**config.mk**
```make
export PLATFORM = sky130hd
export DESIGN_NAME = ag2048_tiny_calculator
export DESIGN_NICKNAME = d
export VERILOG_FILES = /design/src/rtl/ag2048_calc_pkg.sv /design/src/rtl/calc_sr_driver.sv /design/src/rtl/ag2048_tiny_calculator.sv
export SDC_FILE = /design/constraint.sdc
export NUM_CORES = 1
export LEC_CHECK = 0
export ABC_CLOCK_PERIOD_IN_PS = 18100
export BUFFER_PORTS_ARGS = -buffer_cell sky130_fd_sc_hd__buf_2
export CORE_ASPECT_RATIO = 1.2
export CORE_MARGIN = 4
export CORE_UTILIZATION = 30
export CTS_CLUSTER_SIZE = 10
export DETAILED_ROUTE_END_ITERATION = 16
export PLACE_DENSITY = 0.52
export SLEW_MARGIN = 15
export SYNTH_ARGS = -nofsm -noshare
export SYNTH_HDL_FRONTEND = slang
export SYNTH_SLANG_ARGS = --single-unit
export TNS_END_PERCENT = 100
```
**constraint.sdc**
```tcl
create_clock -name clk -period 18.1 [get_ports clk]
set_clock_uncertainty 0.15 [all_clocks]
set_input_delay 1.81 -clock clk [delete_from_list [all_inputs] [get_ports clk]]
set_output_delay 1.81 -clock clk [all_outputs]
set_load 0.1 [all_outputs]
```
**src/rtl/ag2048_calc_pkg.sv**
```systemverilog
// ag2048 tiny calculator: shared types and constants.
// States, operators and 7-segment glyphs.
package ag2048_calc_pkg;

  typedef enum logic [1:0] {
    ST_ENTER_A,
    ST_ENTER_B,
    ST_RESULT
  } state_e;

  typedef enum logic [2:0] {
    OP_NONE,
    OP_ADD,
    OP_SUB,
    OP_MUL,
    OP_DIV
  } op_e;

  localparam logic [7:0] SEG_MINUS = 8'h02;
  localparam logic [7:0] SEG_BLANK = 8'h00;

  // Glyph bit order a..g,dp from MSB to LSB.
  function automatic logic [7:0] seg_hex(
    input logic [3:0] v
  );
    logic [7:0] s;
    unique case (v)
      4'h0: s = 8'hFC;
      4'h1: s = 8'h60;
      4'h2: s = 8'hDA;
      4'h3: s = 8'hF2;
      4'h4: s = 8'h66;
      4'h5: s = 8'hB6;
      4'h6: s = 8'hBE;
      4'h7: s = 8'hE0;
      4'h8: s = 8'hFE;
      4'h9: s = 8'hF6;
      4'hA: s = 8'hEE;
      4'hB: s = 8'h3E;
      4'hC: s = 8'h9C;
      4'hD: s = 8'h7A;
      4'hE: s = 8'h9E;
      default: s = 8'h8E;
    endcase
    return s;
  endfunction

  function automatic logic [3:0] op_led(
    input op_e o
  );
    logic [3:0] l;
    unique case (o)
      OP_ADD:  l = 4'b0001;
      OP_SUB:  l = 4'b0010;
      OP_MUL:  l = 4'b0100;
      OP_DIV:  l = 4'b1000;
      default: l = 4'b0000;
    endcase
    return l;
  endfunction

endpackage

```
**src/rtl/calc_sr_driver.sv**
```systemverilog
// Serializes a 32-bit display frame into a shift-register chain.
// MSB first, 2 clocks per bit, one latch clock per frame.
module calc_sr_driver (
  input  logic        clk,
  input  logic        rst_n,
  input  logic [31:0] frame_i,
  output logic        sr_data_o,
  output logic        sr_clk_o,
  output logic        sr_latch_o,
  output logic        sr_oe_n_o
);

  logic [6:0]  cnt_q, cnt_d;
  logic [31:0] sh_q, sh_d;
  logic        data_q, data_d;
  logic        sclk_q, sclk_d;
  logic        latch_q, latch_d;
  logic        oe_n_q, oe_n_d;

  // Slot 0 snapshots the frame, odd slots raise sr_clk, slot 64 latches.
  always_comb begin
    cnt_d   = cnt_q;
    sh_d    = sh_q;
    data_d  = data_q;
    sclk_d  = sclk_q;
    latch_d = 1'b0;
    oe_n_d  = oe_n_q;
    if (cnt_q == 7'd64) begin
      sclk_d  = 1'b0;
      latch_d = 1'b1;
      oe_n_d  = 1'b0;
      cnt_d   = 7'd0;
    end else begin
      cnt_d = cnt_q + 7'd1;
      if (cnt_q == 7'd0) begin
        sh_d   = {frame_i[30:0], 1'b0};
        data_d = frame_i[31];
        sclk_d = 1'b0;
      end else if (cnt_q[0]) begin
        sclk_d = 1'b1;
      end else begin
        sclk_d = 1'b0;
        data_d = sh_q[31];
        sh_d   = {sh_q[30:0], 1'b0};
      end
    end
  end

  // Frame sequencer state and registered pin outputs.
  always_ff @(posedge clk) begin
    if (!rst_n) begin
      cnt_q   <= '0;
      sh_q    <= '0;
      data_q  <= 1'b0;
      sclk_q  <= 1'b0;
      latch_q <= 1'b0;
      oe_n_q  <= 1'b1;
    end else begin
      cnt_q   <= cnt_d;
      sh_q    <= sh_d;
      data_q  <= data_d;
      sclk_q  <= sclk_d;
      latch_q <= latch_d;
      oe_n_q  <= oe_n_d;
    end
  end

  assign sr_data_o  = data_q;
  assign sr_clk_o   = sclk_q;
  assign sr_latch_o = latch_q;
  assign sr_oe_n_o  = oe_n_q;

endmodule

```
**src/rtl/ag2048_tiny_calculator.sv**
```systemverilog
// 8-bit four-function keypad calculator, Tiny Tapeout pinout.
// Keypad scan, button edges, ALU and entry FSM; display via calc_sr_driver.
module ag2048_tiny_calculator
  import ag2048_calc_pkg::*;
#(
  parameter int SCAN_DIV = 8,
  parameter int DATA_W   = 8
) (
  input  logic       clk,
  input  logic       rst_n,
  input  logic       ena,
  input  logic [7:0] ui_in,
  input  logic [7:0] uio_in,
  output logic [7:0] uo_out,
  output logic [7:0] uio_out,
  output logic [7:0] uio_oe
);

  localparam int CW = $clog2(SCAN_DIV);

  logic [7:0] ui_s1_q, ui_s2_q;
  logic [3:0] uio_s1_q, uio_s2_q;
  logic [6:0] btn_prev_q;
  logic [6:0] btn_s, rise;
  logic       eq_r, ac_r, ng_r, mode;
  logic [3:0] op_r;

  // Two-flop synchronizers and button edge history.
  always_ff @(posedge clk) begin
    if (!rst_n) begin
      ui_s1_q    <= '0;
      ui_s2_q    <= '0;
      uio_s1_q   <= '0;
      uio_s2_q   <= '0;
      btn_prev_q <= '0;
    end else begin
      ui_s1_q    <= ui_in;
      ui_s2_q    <= ui_s1_q;
      uio_s1_q   <= uio_in[3:0];
      uio_s2_q   <= uio_s1_q;
      btn_prev_q <= btn_s;
    end
  end

  assign btn_s = {ui_s2_q[7:4], uio_s2_q[2:0]};
  assign rise  = btn_s & ~btn_prev_q;
  assign eq_r  = rise[0];
  assign ac_r  = rise[1];
  assign ng_r  = rise[2];
  assign op_r  = rise[6:3];
  assign mode  = uio_s2_q[3];

  logic [1:0]    row_q;
  logic [CW-1:0] div_q;
  logic          armed_q;
  logic [1:0]    idle_q;
  logic          dig_v_q;
  logic [3:0]    dig_q;
  logic [1:0]    col;
  logic          last;
  logic [3:0]    bits;

  assign bits = ui_s2_q[3:0];
  assign last = (div_q == CW'(SCAN_DIV - 1));

  // Lowest active bit line wins.
  always_comb begin
    col = 2'd3;
    if (bits[0])      col = 2'd0;
    else if (bits[1]) col = 2'd1;
    else if (bits[2]) col = 2'd2;
  end

  // Row rotation, end-of-row sampling and one-digit-per-press gating.
  always_ff @(posedge clk) begin
    if (!rst_n) begin
      row_q   <= '0;
      div_q   <= '0;
      armed_q <= 1'b1;
      idle_q  <= '0;
      dig_v_q <= 1'b0;
      dig_q   <= '0;
    end else begin
      dig_v_q <= 1'b0;
      if (last) begin
        div_q <= '0;
        row_q <= row_q + 2'd1;
        if (|bits) begin
          idle_q  <= '0;
          armed_q <= 1'b0;
          if (armed_q) begin
            dig_v_q <= 1'b1;
            dig_q   <= {row_q, col};
          end
        end else if (idle_q == 2'd3) begin
          armed_q <= 1'b1;
        end else begin
          idle_q <= idle_q + 2'd1;
        end
      end else begin
        div_q <= div_q + CW'(1);
      end
    end
  end

  state_e            st_q;
  op_e               op_q, new_op;
  logic [DATA_W-1:0] a_q, b_q, res;
  logic              err_q;
  logic [3:0]        led_q;
  logic              div0;
  logic signed [DATA_W:0] sa, sb, sq;

  // Lowest-numbered op button wins a simultaneous press.
  always_comb begin
    new_op = OP_NONE;
    if (op_r[0])      new_op = OP_ADD;
    else if (op_r[1]) new_op = OP_SUB;
    else if (op_r[2]) new_op = OP_MUL;
    else if (op_r[3]) new_op = OP_DIV;
  end

  // ALU; signed divide widened one bit so -128/-1 wraps cleanly.
  always_comb begin
    div0 = (b_q == '0);
    sa   = {a_q[DATA_W-1], a_q};
    sb   = {b_q[DATA_W-1], b_q};
    sq   = '0;
    res  = a_q;
    unique case (op_q)
      OP_ADD: res = a_q + b_q;
      OP_SUB: res = a_q - b_q;
      OP_MUL: res = a_q * b_q;
      OP_DIV: begin
        if (div0) begin
          res = '0;
        end else if (mode) begin
          sq  = sa / sb;
          res = sq[DATA_W-1:0];
        end else begin
          res = a_q / b_q;
        end
      end
      default: res = a_q;
    endcase
  end

  // Entry FSM; AC acts like reset for everything but the scanner.
  always_ff @(posedge clk) begin
    if (!rst_n || ac_r) begin
      st_q  <= ST_ENTER_A;
      op_q  <= OP_NONE;
      a_q   <= '0;
      b_q   <= '0;
      err_q <= 1'b0;
      led_q <= '0;
    end else if (eq_r) begin
      if (st_q == ST_ENTER_B && op_q != OP_NONE) begin
        a_q   <= res;
        op_q  <= OP_NONE;
        led_q <= '0;
        st_q  <= ST_RESULT;
        if (op_q == OP_DIV && div0) err_q <= 1'b1;
      end
    end else if (ng_r) begin
      if (st_q == ST_ENTER_B) b_q <= '0 - b_q;
      else                    a_q <= '0 - a_q;
    end else if (|op_r) begin
      op_q  <= new_op;
      led_q <= op_led(new_op);
      if (st_q != ST_ENTER_B) b_q <= '0;
      st_q  <= ST_ENTER_B;
    end else if (dig_v_q) begin
      unique case (st_q)
        ST_ENTER_A: a_q <= {a_q[DATA_W-5:0], dig_q};
        ST_ENTER_B: b_q <= {b_q[DATA_W-5:0], dig_q};
        default: begin
          a_q  <= DATA_W'(dig_q);
          st_q <= ST_ENTER_A;
        end
      endcase
    end
  end

  logic [DATA_W-1:0] val, mag;
  logic              neg;
  logic [31:0]       frame;

  // Display frame: sign, blank, two hex digits of the magnitude.
  always_comb begin
    val = (st_q == ST_ENTER_B) ? b_q : a_q;
    neg = mode && val[DATA_W-1];
    mag = neg ? ('0 - val) : val;
    if (err_q) begin
      frame = {4{SEG_MINUS}};
    end else begin
      frame = {neg ? SEG_MINUS : SEG_BLANK, SEG_BLANK,
               seg_hex(mag[7:4]), seg_hex(mag[3:0])};
    end
  end

  logic sr_data, sr_clk, sr_latch, sr_oe_n;

  calc_sr_driver u_sr (
    .clk        (clk),
    .rst_n      (rst_n),
    .frame_i    (frame),
    .sr_data_o  (sr_data),
    .sr_clk_o   (sr_clk),
    .sr_latch_o (sr_latch),
    .sr_oe_n_o  (sr_oe_n)
  );

  assign uo_out  = {sr_oe_n, sr_latch, sr_clk, sr_data, 4'b0001 << row_q};
  assign uio_out = {led_q, 4'b0000};
  assign uio_oe  = 8'hF0;

  logic unused_ok;
  assign unused_ok = ^{ena, uio_in[7:4]};

endmodule

```
==> results.cfg <==
[die]
initial_utilization = 0.306
rows = 74
fp.dieH_um = 212
die_area_mm2 = 0.0379
boundaryPins = 43
core_mm2 = 0.0342
die_w_um = 178

[global_route]
grt_pass1_vias = 8843
grt_use_met2 = 0.262
grt_start_max_net_pins = 51
antenna_found_initial = 0
grt_pass1_wl_mm = 45.5
grt_use_met1 = 0.188
grt_busiest_layer = met2
grt.met3_usage = 0.0132
overflow = 0
grt_util_all_layers = 0.147

[timing]
tightest_slew_ns = 1.17
max_slew_margin = 0.213
finalCritPeriodShare = 0.864
fmax_ghz = 0.0640
finalHoldViolCount = 0
setup_viol = 0
slew_violations = 0
grt_setup_unrepaired = no
fin_setup_tns_ns = 0
fin_crit_ns = 15.63

[clocking]
postCtsSetupBuffers = 0
clock_latency_ns = 0.36
cts_sinks = 111
ctsLongestPathBuffers = 2
hold_buffers = 0
ctsRootBufferMaster = clkbuf_16
cts_resized = 0
h-tree-depth = 3
clk_pin_slew_worst_paths_ns = 0.09
cts_made_buffers = 9
cts_tree = built

[place]
port_buffers = 25
place.gp.congestion = 0.906
hpwlAfterDp_mm = 21.0
dpl.cell_count = 1753

[worst_setup_path]
slowest_stage = o41a_1
path_common_cell = ha_1
critPathCaptureType = flop
crit_cells = 58
crit_path_start_kind = flop
slowest_delay_ns = 0.59
ff2ff_path_depth = 58
worstSetupPathType = reg -> reg
timing.critical_path.buf_inv = 3
cp.required_ns = 18.21
cp_max_fo = 17
cp.arrival_ns = 15.74
cp_top_family = compound AO/OA/AOI/OAI gates

[drt]
routedWlPerCell_um = 15.7
firstDrtPassIters = 5
vias = 9120
ant_nets = 0
route.detailed.drc = 0
viasPerCell = 5.16
initialDrtViolationCount = 439
wirelength_mm = 27.8

[synth]
synth_flop_cell = dfxtp_1
ys_warn_count = 0
ys_ff_latch = 111
yosysSeqAreaShare = 0.213
synth_area_per_cell_um2 = 7.92
synth_edf_count = 0
async_flop_share = 0
syn_area_mm2 = 0.0104
synth.distinct_cells = 76
syn_inst = 1319

[layout]
fin_cells = 1768
fillers = 3616
regArea_mm2 = 0.00222
layout_commonest_cell = ha_1
multi_input_area_mm2 = 0.00767
drive_gt1_frac = 0.0915
diodes = 0
syn_to_final_growth_pct = 8.12
final_cell_mix = ha_1 (138), a21oi_1 (134), nor2_1 (125), dfxtp_1 (111), nand2_1 (91)
nets = 1478

[flow_run]
maxCapViolCount = 0

[hold_path]
hold_class = reg -> reg
holdPathStages = 1

[outcome]
status = completed
-- metal layers --
metal  share of wire  wire length, µm  up-vias
li1                -                -     4622
met1            0.45            12500     4271
met2            0.49            13500      181
met3           0.038             1060       46
met4           0.025              703        0
met5               0                0        -
-- flip-flops by register name (all words and copies together), names as in the netlist, 3 cells and up --
name and count:
a_q 8, b_q 8, btn_prev_q 7, dig_q 4
div_q 3, led_q 4, op_q 3, u_sr.cnt_q 7
u_sr.sh_q 30, ui_s1_q 8, ui_s2_q 8, uio_s1_q 4
uio_s2_q 4
-- final timing paths --
check	start	endpoint	slack, ns
setup / recovery	b_q[0]$_SDFFE_PP0P_	a_q[6]$_SDFFE_PP0P_	2.47
hold / removal	div_q[0]$_SDFF_PP0_	div_q[0]$_SDFF_PP0_	0.28
setup reg to reg	b_q[0]$_SDFFE_PP0P_	a_q[6]$_SDFFE_PP0P_	2.47
hold reg to reg	div_q[0]$_SDFF_PP0_	div_q[0]$_SDFF_PP0_	0.28
-- cells in the mapped netlist (22+ instances only) --
library cell  count  area share
a21oi_1         134       0.064
inv_1            59       0.021
dfxtp_1         111        0.21
nor2_1          125       0.045
mux2_2           38       0.041
nand3_1          31       0.015
nand2_1          91       0.033
xor2_1           24       0.020
o21a_1           22       0.016
xnor2_1          63       0.053
ha_1            138        0.17
o21ai_0          67       0.032
nor2b_1          24       0.014
clkbuf_1         54       0.019
nor3_1           52       0.025
and2_1           47       0.028
-- cell families (layout without fill, tap and decap cells) --
group,count (synthesis),in the layout,share of synthesized area
mux,58,58,0.0630
other cells,2,14,0.000719
simple gates,442,442,0.208
fa+ha+maj,151,151,0.190
compound gates,328,328,0.195
flops,111,111,0.213
buf+inv,140,121,0.0570
xor+xnor,87,87,0.0730
-- cell type report --
class	instances	area share
Tap cell	456	0.0505
Inverter	62	0.0206
Timing Repair Buffer	44	0.0237
Multi-Input combinational cell	1080	0.679
Clock inverter	6	0.00909
Clock buffer	9	0.0199
Sequential cell	111	0.197
-- through the flow --
stage	cell area (µm²)	hold slack, ns	util	setup WS, ns
floorplan	10500	0.254	-	4.04
global placement	11000	0.264	0.321	2.67
detailed placement	11000	0.270	0.321	2.57
CTS	11300	0.286	0.330	2.50
global route	11300	0.300	0.330	1.30
finish	11300	0.280	0.330	2.47
Power is left out: the tool's default activity adds up to more than one toggle a clock period on the data nets, which glitch-free logic cannot reach.
